**src/rtl/alu_pkg.sv**
```systemverilog
// Shared ALU definitions: opcode and condition-code encodings, flag bit
// positions, and the flag-op / branch-condition helpers used by the sequencer.
package alu_pkg;

   localparam logic [5:0] OP_MOV = 6'b000111;
   localparam logic [5:0] OP_LSR = 6'b001000;
   localparam logic [5:0] OP_LSL = 6'b001001;
   localparam logic [5:0] OP_RSR = 6'b001010;
   localparam logic [5:0] OP_RSL = 6'b001011;
   localparam logic [5:0] OP_AND = 6'b001100;
   localparam logic [5:0] OP_OR  = 6'b001101;
   localparam logic [5:0] OP_XOR = 6'b001110;
   localparam logic [5:0] OP_NOT = 6'b001111;
   localparam logic [5:0] OP_ADD = 6'b010001;
   localparam logic [5:0] OP_SUB = 6'b010010;
   localparam logic [5:0] OP_MUL = 6'b010011;
   localparam logic [5:0] OP_DIV = 6'b010100;
   localparam logic [5:0] OP_MOD = 6'b010101;
   localparam logic [5:0] OP_CMP = 6'b010110;
   localparam logic [5:0] OP_TST = 6'b010111;
   localparam logic [5:0] OP_INC = 6'b011000;
   localparam logic [5:0] OP_DEC = 6'b011001;

   localparam logic [3:0] CC_AL = 4'h0;
   localparam logic [3:0] CC_EQ = 4'h1;
   localparam logic [3:0] CC_NE = 4'h2;
   localparam logic [3:0] CC_CS = 4'h3;
   localparam logic [3:0] CC_CC = 4'h4;
   localparam logic [3:0] CC_MI = 4'h5;
   localparam logic [3:0] CC_PL = 4'h6;
   localparam logic [3:0] CC_VS = 4'h7;
   localparam logic [3:0] CC_VC = 4'h8;
   localparam logic [3:0] CC_HI = 4'h9;
   localparam logic [3:0] CC_LS = 4'hA;
   localparam logic [3:0] CC_GE = 4'hB;
   localparam logic [3:0] CC_LT = 4'hC;
   localparam logic [3:0] CC_GT = 4'hD;
   localparam logic [3:0] CC_LE = 4'hE;
   localparam logic [3:0] CC_NV = 4'hF;

   localparam int unsigned FLAG_N = 3;
   localparam int unsigned FLAG_Z = 2;
   localparam int unsigned FLAG_C = 1;
   localparam int unsigned FLAG_V = 0;

   function automatic logic is_flag_op(input logic [5:0] op);
      case (op)
         OP_ADD, OP_SUB, OP_MUL, OP_DIV, OP_MOD, OP_CMP, OP_TST, OP_INC, OP_DEC,
         OP_LSR, OP_LSL, OP_RSR, OP_RSL, OP_AND, OP_OR, OP_XOR, OP_NOT, OP_MOV:
            return 1'b1;
         default:
            return 1'b0;
      endcase
   endfunction

   // f is {N,Z,C,V}; C carries borrow semantics after SUB/CMP.
   function automatic logic cond_eval(input logic [3:0] cond, input logic [3:0] f);
      logic n, z, c, v;
      n = f[FLAG_N];
      z = f[FLAG_Z];
      c = f[FLAG_C];
      v = f[FLAG_V];
      case (cond)
         CC_AL:   return 1'b1;
         CC_EQ:   return z;
         CC_NE:   return !z;
         CC_CS:   return c;
         CC_CC:   return !c;
         CC_MI:   return n;
         CC_PL:   return !n;
         CC_VS:   return v;
         CC_VC:   return !v;
         CC_HI:   return !c && !z;
         CC_LS:   return c || z;
         CC_GE:   return n == v;
         CC_LT:   return n != v;
         CC_GT:   return !z && (n == v);
         CC_LE:   return z || (n != v);
         default: return 1'b0;
      endcase
   endfunction

endpackage

```
**src/rtl/flag_unit_if.sv**
```systemverilog
// Sequencer <-> flag unit bus: ALU flag inputs, flag write, stack and branch
// requests, and the flag/branch/stack status returned.
interface flag_unit_if #(parameter int unsigned DEPTH = 4);
   localparam int unsigned CNT_W = $clog2(DEPTH + 1);

   logic             alu_valid;
   logic             alu_store;
   logic [5:0]       opcode;
   logic             zero_in;
   logic             negative_in;
   logic             overflow_in;
   logic             carry_in;
   logic             flag_wr;
   logic [3:0]       flag_wdata;
   logic             push;
   logic             pop;
   logic             br_valid;
   logic [3:0]       br_cond;
   logic [3:0]       flags;
   logic             br_done;
   logic             br_taken;
   logic [CNT_W-1:0] stack_count;
   logic             stack_full;
   logic             stack_empty;
   logic             err;

   modport master (
      output alu_valid, alu_store, opcode, zero_in, negative_in, overflow_in, carry_in,
      output flag_wr, flag_wdata, push, pop, br_valid, br_cond,
      input  flags, br_done, br_taken, stack_count, stack_full, stack_empty, err
   );

   modport slave (
      input  alu_valid, alu_store, opcode, zero_in, negative_in, overflow_in, carry_in,
      input  flag_wr, flag_wdata, push, pop, br_valid, br_cond,
      output flags, br_done, br_taken, stack_count, stack_full, stack_empty, err
   );
endinterface

```
**src/rtl/flag_unit_stack.sv**
```systemverilog
// DEPTH x 4-bit LIFO for saved flags. Callers qualify push/pop; this block
// only guards against overflow/underflow of its own storage.
module flag_stack #(
   parameter int unsigned DEPTH = 4
) (
   input  logic                         clk,
   input  logic                         rst,
   input  logic                         push,
   input  logic                         pop,
   input  logic [3:0]                   wdata,
   output logic [3:0]                   rdata,
   output logic [$clog2(DEPTH+1)-1:0]   count,
   output logic                         full,
   output logic                         empty
);
   localparam int unsigned CNT_W = $clog2(DEPTH + 1);

   logic [3:0]       mem_q [DEPTH];
   logic [3:0]       mem_d [DEPTH];
   logic [CNT_W-1:0] count_q, count_d;

   assign full  = (count_q == CNT_W'(DEPTH));
   assign empty = (count_q == '0);
   assign count = count_q;

   // Index by comparison rather than slicing so the count width never has
   // to match the array index width.
   always_comb begin
      rdata = '0;
      for (int unsigned i = 0; i < DEPTH; i++) begin
         if (CNT_W'(i + 1) == count_q) rdata = mem_q[i];
      end
   end

   always_comb begin
      mem_d   = mem_q;
      count_d = count_q;
      if (push && !full) begin
         for (int unsigned i = 0; i < DEPTH; i++) begin
            if (CNT_W'(i) == count_q) mem_d[i] = wdata;
         end
         count_d = count_q + 1'b1;
      end else if (pop && !empty) begin
         count_d = count_q - 1'b1;
      end
   end

   always_ff @(posedge clk) begin
      if (rst) begin
         count_q <= '0;
         for (int unsigned i = 0; i < DEPTH; i++) mem_q[i] <= '0;
      end else begin
         count_q <= count_d;
         mem_q   <= mem_d;
      end
   end

endmodule

```
**src/rtl/flag_unit.sv**
```systemverilog
// Architectural flag register, flag stack and registered branch evaluation.
// Define FLAG_UNIT_FWD_EN to evaluate branches on the next-state flags.
module flag_unit
   import alu_pkg::*;
#(
   parameter int unsigned DEPTH = 4
) (
   input logic        clk,
   input logic        rst,
   flag_unit_if.slave bus
);
   localparam int unsigned CNT_W = $clog2(DEPTH + 1);

   logic [3:0]       flags_q, flags_d;
   logic             br_done_q, br_done_d;
   logic             br_taken_q, br_taken_d;
   logic             err_q, err_d;

   logic             collide, do_push, do_pop;
   logic [3:0]       stack_top, alu_flags, eval_flags;
   logic [CNT_W-1:0] stack_count;
   logic             stack_full, stack_empty;

   flag_stack #(.DEPTH(DEPTH)) u_stack (
      .clk   (clk),
      .rst   (rst),
      .push  (do_push),
      .pop   (do_pop),
      .wdata (flags_q),
      .rdata (stack_top),
      .count (stack_count),
      .full  (stack_full),
      .empty (stack_empty)
   );

   assign collide   = bus.push && bus.pop;
   assign do_push   = bus.push && !bus.pop && !stack_full;
   assign do_pop    = bus.pop && !bus.push && !stack_empty;
   assign alu_flags = {bus.negative_in, bus.zero_in, bus.carry_in, bus.overflow_in};

   always_comb begin
      flags_d = flags_q;
      if (do_pop)
         flags_d = stack_top;
      else if (bus.flag_wr)
         flags_d = bus.flag_wdata;
      else if (bus.alu_valid && !bus.alu_store && is_flag_op(bus.opcode))
         flags_d = alu_flags;
   end

`ifdef FLAG_UNIT_FWD_EN
   assign eval_flags = flags_d;
`else
   assign eval_flags = flags_q;
`endif

   always_comb begin
      err_d      = err_q
                 || collide
                 || (bus.push && !bus.pop && stack_full)
                 || (bus.pop && !bus.push && stack_empty);
      br_done_d  = bus.br_valid;
      br_taken_d = bus.br_valid ? cond_eval(bus.br_cond, eval_flags) : br_taken_q;
   end

   always_ff @(posedge clk) begin
      if (rst) begin
         flags_q    <= '0;
         br_done_q  <= 1'b0;
         br_taken_q <= 1'b0;
         err_q      <= 1'b0;
      end else begin
         flags_q    <= flags_d;
         br_done_q  <= br_done_d;
         br_taken_q <= br_taken_d;
         err_q      <= err_d;
      end
   end

   assign bus.flags       = flags_q;
   assign bus.br_done     = br_done_q;
   assign bus.br_taken    = br_taken_q;
   assign bus.err         = err_q;
   assign bus.stack_count = stack_count;
   assign bus.stack_full  = stack_full;
   assign bus.stack_empty = stack_empty;

endmodule
```
**src/flat_wrapper.sv**
```systemverilog
// flat-port wrapper written by rule: the top's interface ports become plain ports
module flag_unit_flat import alu_pkg::*;
#(
   parameter int unsigned DEPTH = 4
)
  (clk, rst, bus_alu_valid, bus_alu_store, bus_opcode, bus_zero_in, bus_negative_in, bus_overflow_in, bus_carry_in, bus_flag_wr, bus_flag_wdata, bus_push, bus_pop, bus_br_valid, bus_br_cond, bus_flags, bus_br_done, bus_br_taken, bus_stack_count, bus_stack_full, bus_stack_empty, bus_err);
  flag_unit_if #(.DEPTH(DEPTH)) bus_i ();
  input logic clk;
  input logic rst;
  input wire logic [$bits(bus_i.alu_valid)-1:0] bus_alu_valid;
  input wire logic [$bits(bus_i.alu_store)-1:0] bus_alu_store;
  input wire logic [$bits(bus_i.opcode)-1:0] bus_opcode;
  input wire logic [$bits(bus_i.zero_in)-1:0] bus_zero_in;
  input wire logic [$bits(bus_i.negative_in)-1:0] bus_negative_in;
  input wire logic [$bits(bus_i.overflow_in)-1:0] bus_overflow_in;
  input wire logic [$bits(bus_i.carry_in)-1:0] bus_carry_in;
  input wire logic [$bits(bus_i.flag_wr)-1:0] bus_flag_wr;
  input wire logic [$bits(bus_i.flag_wdata)-1:0] bus_flag_wdata;
  input wire logic [$bits(bus_i.push)-1:0] bus_push;
  input wire logic [$bits(bus_i.pop)-1:0] bus_pop;
  input wire logic [$bits(bus_i.br_valid)-1:0] bus_br_valid;
  input wire logic [$bits(bus_i.br_cond)-1:0] bus_br_cond;
  output wire logic [$bits(bus_i.flags)-1:0] bus_flags;
  output wire logic [$bits(bus_i.br_done)-1:0] bus_br_done;
  output wire logic [$bits(bus_i.br_taken)-1:0] bus_br_taken;
  output wire logic [$bits(bus_i.stack_count)-1:0] bus_stack_count;
  output wire logic [$bits(bus_i.stack_full)-1:0] bus_stack_full;
  output wire logic [$bits(bus_i.stack_empty)-1:0] bus_stack_empty;
  output wire logic [$bits(bus_i.err)-1:0] bus_err;
  assign bus_i.alu_valid = bus_alu_valid;
  assign bus_i.alu_store = bus_alu_store;
  assign bus_i.opcode = bus_opcode;
  assign bus_i.zero_in = bus_zero_in;
  assign bus_i.negative_in = bus_negative_in;
  assign bus_i.overflow_in = bus_overflow_in;
  assign bus_i.carry_in = bus_carry_in;
  assign bus_i.flag_wr = bus_flag_wr;
  assign bus_i.flag_wdata = bus_flag_wdata;
  assign bus_i.push = bus_push;
  assign bus_i.pop = bus_pop;
  assign bus_i.br_valid = bus_br_valid;
  assign bus_i.br_cond = bus_br_cond;
  assign bus_flags = bus_i.flags;
  assign bus_br_done = bus_i.br_done;
  assign bus_br_taken = bus_i.br_taken;
  assign bus_stack_count = bus_i.stack_count;
  assign bus_stack_full = bus_i.stack_full;
  assign bus_stack_empty = bus_i.stack_empty;
  assign bus_err = bus_i.err;
  flag_unit #(.DEPTH(DEPTH)) u_core (.clk(clk), .rst(rst), .bus(bus_i));
endmodule
```
**config.mk**
```make
export PLATFORM = sky130hd
export DESIGN_NAME = flag_unit_flat
export DESIGN_NICKNAME = d
export VERILOG_FILES = /design/src/rtl/alu_pkg.sv /design/src/rtl/flag_unit_if.sv /design/src/rtl/flag_unit_stack.sv /design/src/rtl/flag_unit.sv /design/src/flat_wrapper.sv
export SDC_FILE = /design/constraint.sdc
export NUM_CORES = 1
export LEC_CHECK = 0
export ABC_AREA = 0
export BUFFER_PORTS_ARGS = -buffer_cell sky130_fd_sc_hd__buf_2
export CAP_MARGIN = 10
export CORE_UTILIZATION = 53
export DETAILED_ROUTE_END_ITERATION = 7
export GPL_ROUTABILITY_DRIVEN = 0
export PLACE_DENSITY = 0.88
export SLEW_MARGIN = 30
export SYNTH_ARGS = -nofsm -noshare
export SYNTH_HDL_FRONTEND = slang
export SYNTH_HIERARCHICAL = 1
export SYNTH_SLANG_ARGS = --single-unit
```
**constraint.sdc**
```tcl
create_clock -name clk -period 3.3 [get_ports clk]
set_input_delay 0.66 -clock clk [delete_from_list [all_inputs] [get_ports clk]]
set_output_delay 0.66 -clock clk [all_outputs]
set_load 0.03 [all_outputs]
```
* Word-level counts from Yosys, hierarchy flattened
Memories as Yosys holds them, arrays and structs flattened.
Index checks and enable logic that the tools add are counted.
** Cells by class
- $add $sub $neg :: 2
- Multiply operators :: 0
- Divide/modulo/power cells :: 0
- Magnitude comparators :: 0
- Equal/unequal tests :: 21
- Shift-type cells :: 0
- Muxes and demuxes :: 13
- Bitwise operators :: 0
- Reduce and logical (&&, ||, !) cells :: 35
** Operator list (number)
- $eq 4x4->1 const B :: 7
- $mux 4 :: 7
- $eq 4x3->1 const B :: 4
- $pmux 1 s15 :: 1
- $logic_and 1x1->1 :: 13
- $logic_not 1->1 :: 9
- $eq 4x2->1 const B :: 2
- $reduce_and 2->1 :: 4
- $eq 2x3->1 const A :: 2
- $mux 3 :: 2
- $logic_or 1x1->1 :: 5
- $eq 4x1->1 const B :: 1
- $logic_not 4->1 :: 1
- $add 3x1->3 const B :: 1
- $eq 1x3->1 const A :: 1
- $eq 3x3->1 const A :: 1
- $eq 3x3->1 const B :: 1
- $logic_not 3->1 :: 1
- $mux 1 :: 3
- $reduce_bool 3->1 :: 1
- $sub 3x1->3 const B :: 1
- $reduce_bool 2->1 :: 1
- $eq 1x1->1 :: 1
- $ne 1x1->1 :: 1
** Storage, ports and cells
- Bits in registers :: 26
- Bits in latches :: 0
- Memory bits (writable) :: 0
- Bits in read-only memories :: 32
- Input port bits :: 26
- Memories :: 1
** Memories
- (no name shown) :: words 32, width 1, rd ports 1, clocked after Yosys merged registers in 0, wr ports 0, line alu_pkg.sv:47 : case (op)

* Logic depth before layout (Yosys ltp)
Gate-level depths: netlist of the first run.
- Depth in word-level cells :: 8
- Gate-level depth with buffers :: 11
- Mapped depth without buffers :: 10

* Cells and area by module
The synthesis of the first run kept the hierarchy.
** By module, submodules not included
- flag_stack :: times used 1, cells an instance 123, area an instance 1056.0 um2, seq. area each 380.4 um2
- flag_unit :: times used 1, cells an instance 76, area an instance 610.6 um2, seq. area each 140.1 um2

* Worst setup path before layout of the first run
No wires, ideal clock.
- Path kind :: register to register
- Start :: register u_core.u_stack.count_q[0] (netlist: u_core/u_stack/count[0])
- End :: register u_core.u_stack.count_q[0] (netlist: u_core/u_stack/count[0])
- Setup time :: 121 ps
- Data arrival time :: 2537 ps
- Data required time :: 3179 ps
- Slack :: 642 ps
- Stages on the path, launching flop included :: 10
- Clock period less this slack :: 2658 ps
- Cells stage by stage :: dfxtp_1 > inv_1 > ha_1 > buf_6 > and2b_1 > buf_6 > nor3b_2 > mux2i_1 > a21oi_1 > mux2_2
** Between the ends
- Longest elaborated chain between the ends :: 5
** Ends and longest elaborated chain
- start, declared :: line flag_unit_stack.sv:20 : logic [CNT_W-1:0] count_q, count_d;
- start signal, assigned :: line flag_unit_stack.sv:53 : count_q <= count_d;
- $logic_not 3->1 :: line flag_unit_stack.sv:23 : assign empty = (count_q == '0);
- net bus_stack_empty :: line flat_wrapper.sv:28 : output wire logic [$bits(bus_i.stack_empty)-1:0] bus_stack_empty;
- $logic_not 1->1 :: line flag_unit.sv:38 : assign do_pop = bus.pop && !bus.push && !stack_empty;
- $logic_and 1x1->1 :: line flag_unit.sv:38
- net u_core.do_pop :: line flag_unit.sv:19 : logic collide, do_push, do_pop;
- $logic_and 1x1->1 :: line flag_unit_stack.sv:43 : end else if (pop && !empty) begin
- $reduce_bool 2->1 (no line)
The timed path passes the listed nets, and every way through them passes these cells. The select of a mux whose other input is x is not followed.
A chain may end at the register's enable or synchronous reset.

* Worst setup path after layout of the first run
- Start :: register u_core.u_stack.count_q[0] (netlist: u_core/u_stack/count[0])
- End :: register u_core.u_stack.count_q[1] (netlist: u_core/u_stack/count[1])
** Between the ends
- Longest elaborated chain between the ends :: 5
** Ends and longest elaborated chain
- $eq 3x3->1 * :: line flag_unit_stack.sv:22 : assign full = (count_q == CNT_W'(DEPTH));
- $logic_not 1->1 * :: line flag_unit.sv:37 : assign do_push = bus.push && !bus.pop && !stack_full;
- $logic_and 1x1->1 * :: line flag_unit.sv:37
- net u_core.do_push :: line flag_unit.sv:19
- $logic_and 1x1->1 * :: line flag_unit_stack.sv:38 : if (push && !full) begin
- $mux 3 / $reduce_bool 2->1 (equally long branches)
Mark *: on every way through the listed nets, which the timed path passes. The rest lies on a longest branch. The select of a mux whose other input is x is not followed.

==> flow_summary.ini, run 1 <==
[status]
status = completed

[pwr]
design_power_total_mw = 0.6628
peakVddDrop_uv = 268.0
power_density_nw_per_um2 = 352.9
p_leak_nw = 0.8242

[placement]
dp_hpwl_um = 2661
io_buffers = 37

[worst_setup_path]
cpPeakStageDelay_ps = 470
cp.depth = 9
critPathKind = flop to flop
crit_end = u_core/u_stack/count[1]
critPathTopFamily = simple AND/OR/NAND/NOR gates
cp-end-kind = flop
crit_chain = inv_1 > ha_1 > nand2_1 > inv_1 > nor2_1 > and2_1 > a21boi_1 > nor3_1 > nor4b_2
timing.critical_path.from = u_core/u_stack/count[0]
critical_path_required_ps = 3550
cp_num_buf_inv = 2
reg2reg_slack_ps = 640
crit_top_cell = inv_1
regToRegEndpoint = u_core/u_stack/count[1]
crit_path_max_fanout = 16
cp-start-kind = flop
crit_arrival_ps = 2910
timing.rr.start = u_core/u_stack/count[0]
crit_path_top_delay_cell = a21boi_1
r2r_cells = 9

[global_route]
grt_antenna_before_repair = 0
grt_usage_pct = 23.20
grt_pass1_vias = 1436
grt_pass1_wl_um = 6196
grt_max_degree = 28
grt_overflow = 0

[timing]
skew_ps = 0.8616
fmax_mhz = 375.5
finalSetupTns_ps = 0
min_period_ps = 2663
max_slew.worst_pin.slew_ps = 495.5
hold-worst-slack_ps = 470.1
final-max-slew-violation-count = 0
maxSlewHeadroom_pct = 66.97
grt_setup_unrepaired = false
setup_viol = 0
final-hold-violation-count = 0
finalCritPeriodShare_pct = 80.70

[detailed_routing]
drt-total-wl_um = 3714
top_layer_used = met4
wl_per_cell_um = 13.70
first_pass_iters = 4
met1_length_um = 1624
viasPerCell = 5.838
num_vias = 1582
postRouteAntennaNets = 0
wl_met3_um = 291
drt_iter0_drc = 69
wl_met2_um = 1783
drc_errors = 0

[logic_synthesis]
synthXorXnorAreaFrac_pct = 0.5255
muxShareOfSynthArea_pct = 13.36
synth_edf_count = 0
seq_area_frac_synth_pct = 31.23
synth_compound_area_share_pct = 19.59
synth-simple-area-share_pct = 25.23
synth_top_family_by_area = simple AND/OR/NAND/NOR gates
ys_ff_latch = 26
syn_nets = 231
ys_types = 46
yosys.area.top_type = dfxtp_1
synthAdderAreaFrac_pct = 4.505
syn_area_per_cell_um2 = 8.375
synth_warnings = 6
synth_area_leaders = dfxtp_1, mux2i_1, nor2_1
synth_top_area_share_pct = 31.23
syn-instance-count = 199
synth-main-ff-cell = dfxtp_1
ys_async_sr_fraction_pct = 0
syn_area_um2 = 1667

[hold_path]
min_path_type = flop to flop
min_path_cells = 2

[cts]
clk_path_buf_depth = 2
root_buffer = clkbuf_4
cts_resized = 0
post_cts_buffers = 0
cts_buffers = 3
hold_buffers = 0
path_clk_slew_ps = 140
htree_levels = 1
worstSkewPairLatency_ps = 320
clock_sinks = 26
cts_tree = done

[floorplanning]
io_pins = 38
die_h_um = 58.08
rows = 19
initial_core_util_pct = 57.94
core-area_um2 = 2877
chipWidth_um = 58.08
die-area_um2 = 3373

[finish]
antenna_cells = 0
final_nets = 262
drive_above_1_share_pct = 23.58
area_growth_pct = 12.69

[job]
drv_cap = 0
==> cells by family (layout without fill, tap and decap cells) <==
group,after synthesis,in the layout
AOI/OAI and AO/OA,50,50
buffers and inverters,18,48
adders and majority gates,6,6
xor gates and xnor gates,1,1
and+or+nand+nor,76,76
DFF,26,26
muxes,22,22
==> routing by layer <==
metal  track usage [%]  vias up
met5                 0        -
met4             7.823        0
met3             2.455        2
met2             38.92       68
met1             31.08      741
li1                  -      771
==> how the worst min path moves through the flow <==
stage                             start                       end  slack, ps
2_1_floorplan  u_core/u_stack/mem_q[15]  u_core/u_stack/mem_q[15]        440
3_5_place_dp   u_core/u_stack/mem_q[14]  u_core/u_stack/mem_q[14]        450
3_3_place_gp             u_core/bus.err            u_core/bus.err        440
4_1_cts        u_core/u_stack/mem_q[14]  u_core/u_stack/mem_q[14]        470
5_1_grt        u_core/u_stack/mem_q[15]  u_core/u_stack/mem_q[15]        500
6_report       u_core/u_stack/mem_q[15]  u_core/u_stack/mem_q[15]        470
==> synth_stat cells, types with 3 or more instances <==
cell      instances
o21ai_0          11
nor2_1           30
a21oi_1          20
nand3b_1          4
nand2_1          13
dfxtp_1          26
nor3_1            3
mux2i_1          20
ha_1              6
inv_1             6
nand3_1           9
a32oi_1           3
buf_2             8
==> sequential cells by signal, summed over array words and instances, names as in the netlist <==
signal,count
u_core/bus.err,1
u_core/bus.br_done,1
u_core/u_stack/count,3
u_core/u_stack/mem_q,16
u_core/bus.br_taken,1
u_core/bus.flags,4
==> where the power goes <==
part / total (mW) / internal (mW) / switching, mW
clock: 0.164 / 0.0674 / 0.0967
combinational: 0.154 / 0.0634 / 0.0908
sequential: 0.344 / 0.325 / 0.0194
==> layout by cell type (no fill, tap or decap), types with 2 or more instances in the layout <==
cell type and n:
ha_1 6, a31oi_1 2, nor2b_1 2, o21ai_0 11, a21oi_1 20, mux2_2 2
nor3_1 3, nor2_1 30, nor4b_2 2, a32oi_1 3, clkbuf_4 3, nand3b_1 4
inv_1 6, mux2i_1 20, dfxtp_1 26, nand3_1 9, and2b_1 2, buf_2 37
nand2_1 13
==> worst min-delay path, delay by kind of cell (launching register included) <==
family | cells | cell delay (ps)
simple gates | 1 | 50
flops | 1 | 340
compound gates | 1 | 50
==> cell type report <==
cell class | instances | area [µm²]
sequential | 26 | 520.5
multi-input combinational | 155 | 1054
clock buffer | 4 | 36.28
timing repair buffer | 38 | 192.7
tap | 42 | 52.55
inverter | 6 | 22.52
fill | 265 | 998.5
==> per-stage QoR <==
step	setup slack (ps)	instances	util, %	cell area [µm²]
after floorplan	642.1	199	-	1667
after global placement	907.8	267	64.03	1842
after detailed placement	757.2	267	64.03	1842
after CTS	678.7	271	65.29	1878
after global routing	431.1	271	65.29	1878
final	637.0	271	65.29	1878
(Power assumes the default switching activity.)
==> run 2: changes to the inputs <==
==> constraint.sdc (replaced) <==
create_clock -name clk -period 2.5 [get_ports clk]
set_input_delay 0.5 -clock clk [delete_from_list [all_inputs] [get_ports clk]]
set_output_delay 0.5 -clock clk [all_outputs]
set_load 0.03 [all_outputs]
==> flow_summary.ini, run 2 (synthesized netlist as in run 1, its figures left out) <==
[cts]
worstSkewPairLatency_ps = 320
cts_buffers = 3
clock_sinks = 26
cts_tree = done
htree_levels = 1
path_clk_slew_ps = 150
root_buffer = clkbuf_4
clk_path_buf_depth = 2

[detailed_routing]
viasPerCell = 5.682
wl_per_cell_um = 13.93
drt_iter0_drc = 49
num_vias = 1557
postRouteAntennaNets = 0
drt-total-wl_um = 3816
drc_errors = 0
first_pass_iters = 4

[floorplanning]
rows = 19
die_h_um = 58.08
initial_core_util_pct = 57.94
io_pins = 38
chipWidth_um = 58.08
die-area_um2 = 3373
core-area_um2 = 2877

[worst_setup_path]
cp-end-kind = flop
critPathTopFamily = simple AND/OR/NAND/NOR gates
cp.depth = 10
crit_path_max_fanout = 9
crit_arrival_ps = 2450
cp_num_buf_inv = 3
cpPeakStageDelay_ps = 370
crit_path_top_delay_cell = dfxtp_2
critical_path_required_ps = 2700
crit_chain = inv_1 > ha_2 > nand2_1 > inv_1 > nor2_1 > and2_2 > buf_4 > nand3b_1 > mux2i_1 > nor2_1
r2r_cells = 10
critPathKind = flop to flop
cp-start-kind = flop
reg2reg_slack_ps = 250

[timing]
final-hold-violation-count = 0
maxSlewHeadroom_pct = 67.89
grt_setup_unrepaired = false
max_slew.worst_pin.slew_ps = 481.0
final-max-slew-violation-count = 0
fmax_mhz = 445.3
setup_viol = 0
finalSetupTns_ps = 0
skew_ps = 7.446
min_period_ps = 2246
finalCritPeriodShare_pct = 89.83

[finish]
regMostFlops = u_core/u_stack/mem_q
antenna_cells = 0
area_growth_pct = 14.79
finalCoreUtilization_pct = 66.51
largest_reg_flops = 16
final_nets = 265
final_cells = 274
layout_commonest_cell = buf_2
drive_above_1_share_pct = 26.29
final_cell_mix = buf_2, nor2_1, dfxtp_1

[hold_path]
min_path_type = input port to flop
min_path_cells = 2

[pwr]
clkPwrFrac_pct = 24.1
p_int_mw = 0.6098
power_density_nw_per_um2 = 462.4
p_seq_share_pct = 51.1
p_comb_share_pct = 24.8
p_leak_nw = 0.8442
peakVddDrop_uv = 293.6
p_switching_mw = 0.2749
switching_share_pct = 31.07

[status]
status = completed

[placement]
io_buffers = 37
dp.cells = 270
dp_hpwl_um = 2826

[global_route]
grt_usage_pct = 24.88
grt_pass1_vias = 1466
grt_pass1_wl_um = 6610
grt_overflow = 0
grt_max_degree = 28
grt_antenna_before_repair = 0

[job]
drv_cap = 0
==> run 2: changes by cell type in the layout (fill, tap and decap cells not counted), sizes merged <==
cell	change
buf	+3
==> run 2: worst paths after layout <==
| check | from | to |
|---|---|---|
| worst max-delay path | u_core/u_stack/count[0] | u_core/u_stack/mem_q[9] |
| worst min-delay path | bus_br_valid | u_core/bus.br_done |
| worst max register to register | u_core/u_stack/count[0] | u_core/u_stack/mem_q[9] |
| worst min register to register | u_core/u_stack/mem_q[13] | u_core/u_stack/mem_q[13] |
==> run 2: what timing repair did <==
item,in CTS,in global routing
resized for setup,0,3
hold buffers,0,0
buffers inserted,0,0
endpoints found under the setup margin,0,13
==> run 2: metal layers <==
layer  up-vias  wire length [µm]  track usage (%)  part of all wire, %
met4         0                25            5.442                 0.66
met5         -                 0                0                    0
li1        777                 -                -                    -
met1       719              1808            35.50                   47
met2        57              1767            40.72                   46
met3         4               214            2.455                  5.6
==> run 2: cell type report <==
type / count / area (µm²)
Multi-Input combinational cell: 155 / 1064
Clock buffer: 4 / 36.28
Sequential cell: 26 / 523.0
Inverter: 6 / 22.52
Timing Repair Buffer: 41 / 215.2
Tap cell: 42 / 52.55
Fill cell: 242 / 963.4
==> run 2: stage by stage <==
stage	area, µm²	hold slack [ps]	setup slack [ps]	power, mW
after floorplan	1674	436.0	2.637	0.6133
after global placement	1872	450.5	264.1	0.6716
after detailed placement	1872	456.7	150.1	0.6766
after CTS	1908	442.1	127.3	0.8838
after global routing	1913	425.1	79.32	0.9284
final	1913	431.1	254.3	0.8847
==> run 2: worst reg2reg max path, delay by kind of cell, from the launching register on <==
kind | cells | cell delay, ps
and+or+nand+nor | 5 | 740
buffers and inverters | 3 | 500
DFF | 1 | 370
adders and majority gates | 1 | 290
muxes | 1 | 240
==> run 2: power by group through the flow <==
stage	sequential [mW]	combinational, mW	clock, mW
floorplan	0.475	0.138	0
global placement	0.460	0.211	0
detailed placement	0.460	0.216	0
CTS	0.451	0.217	0.216
global route	0.455	0.239	0.234
finish	0.452	0.220	0.213
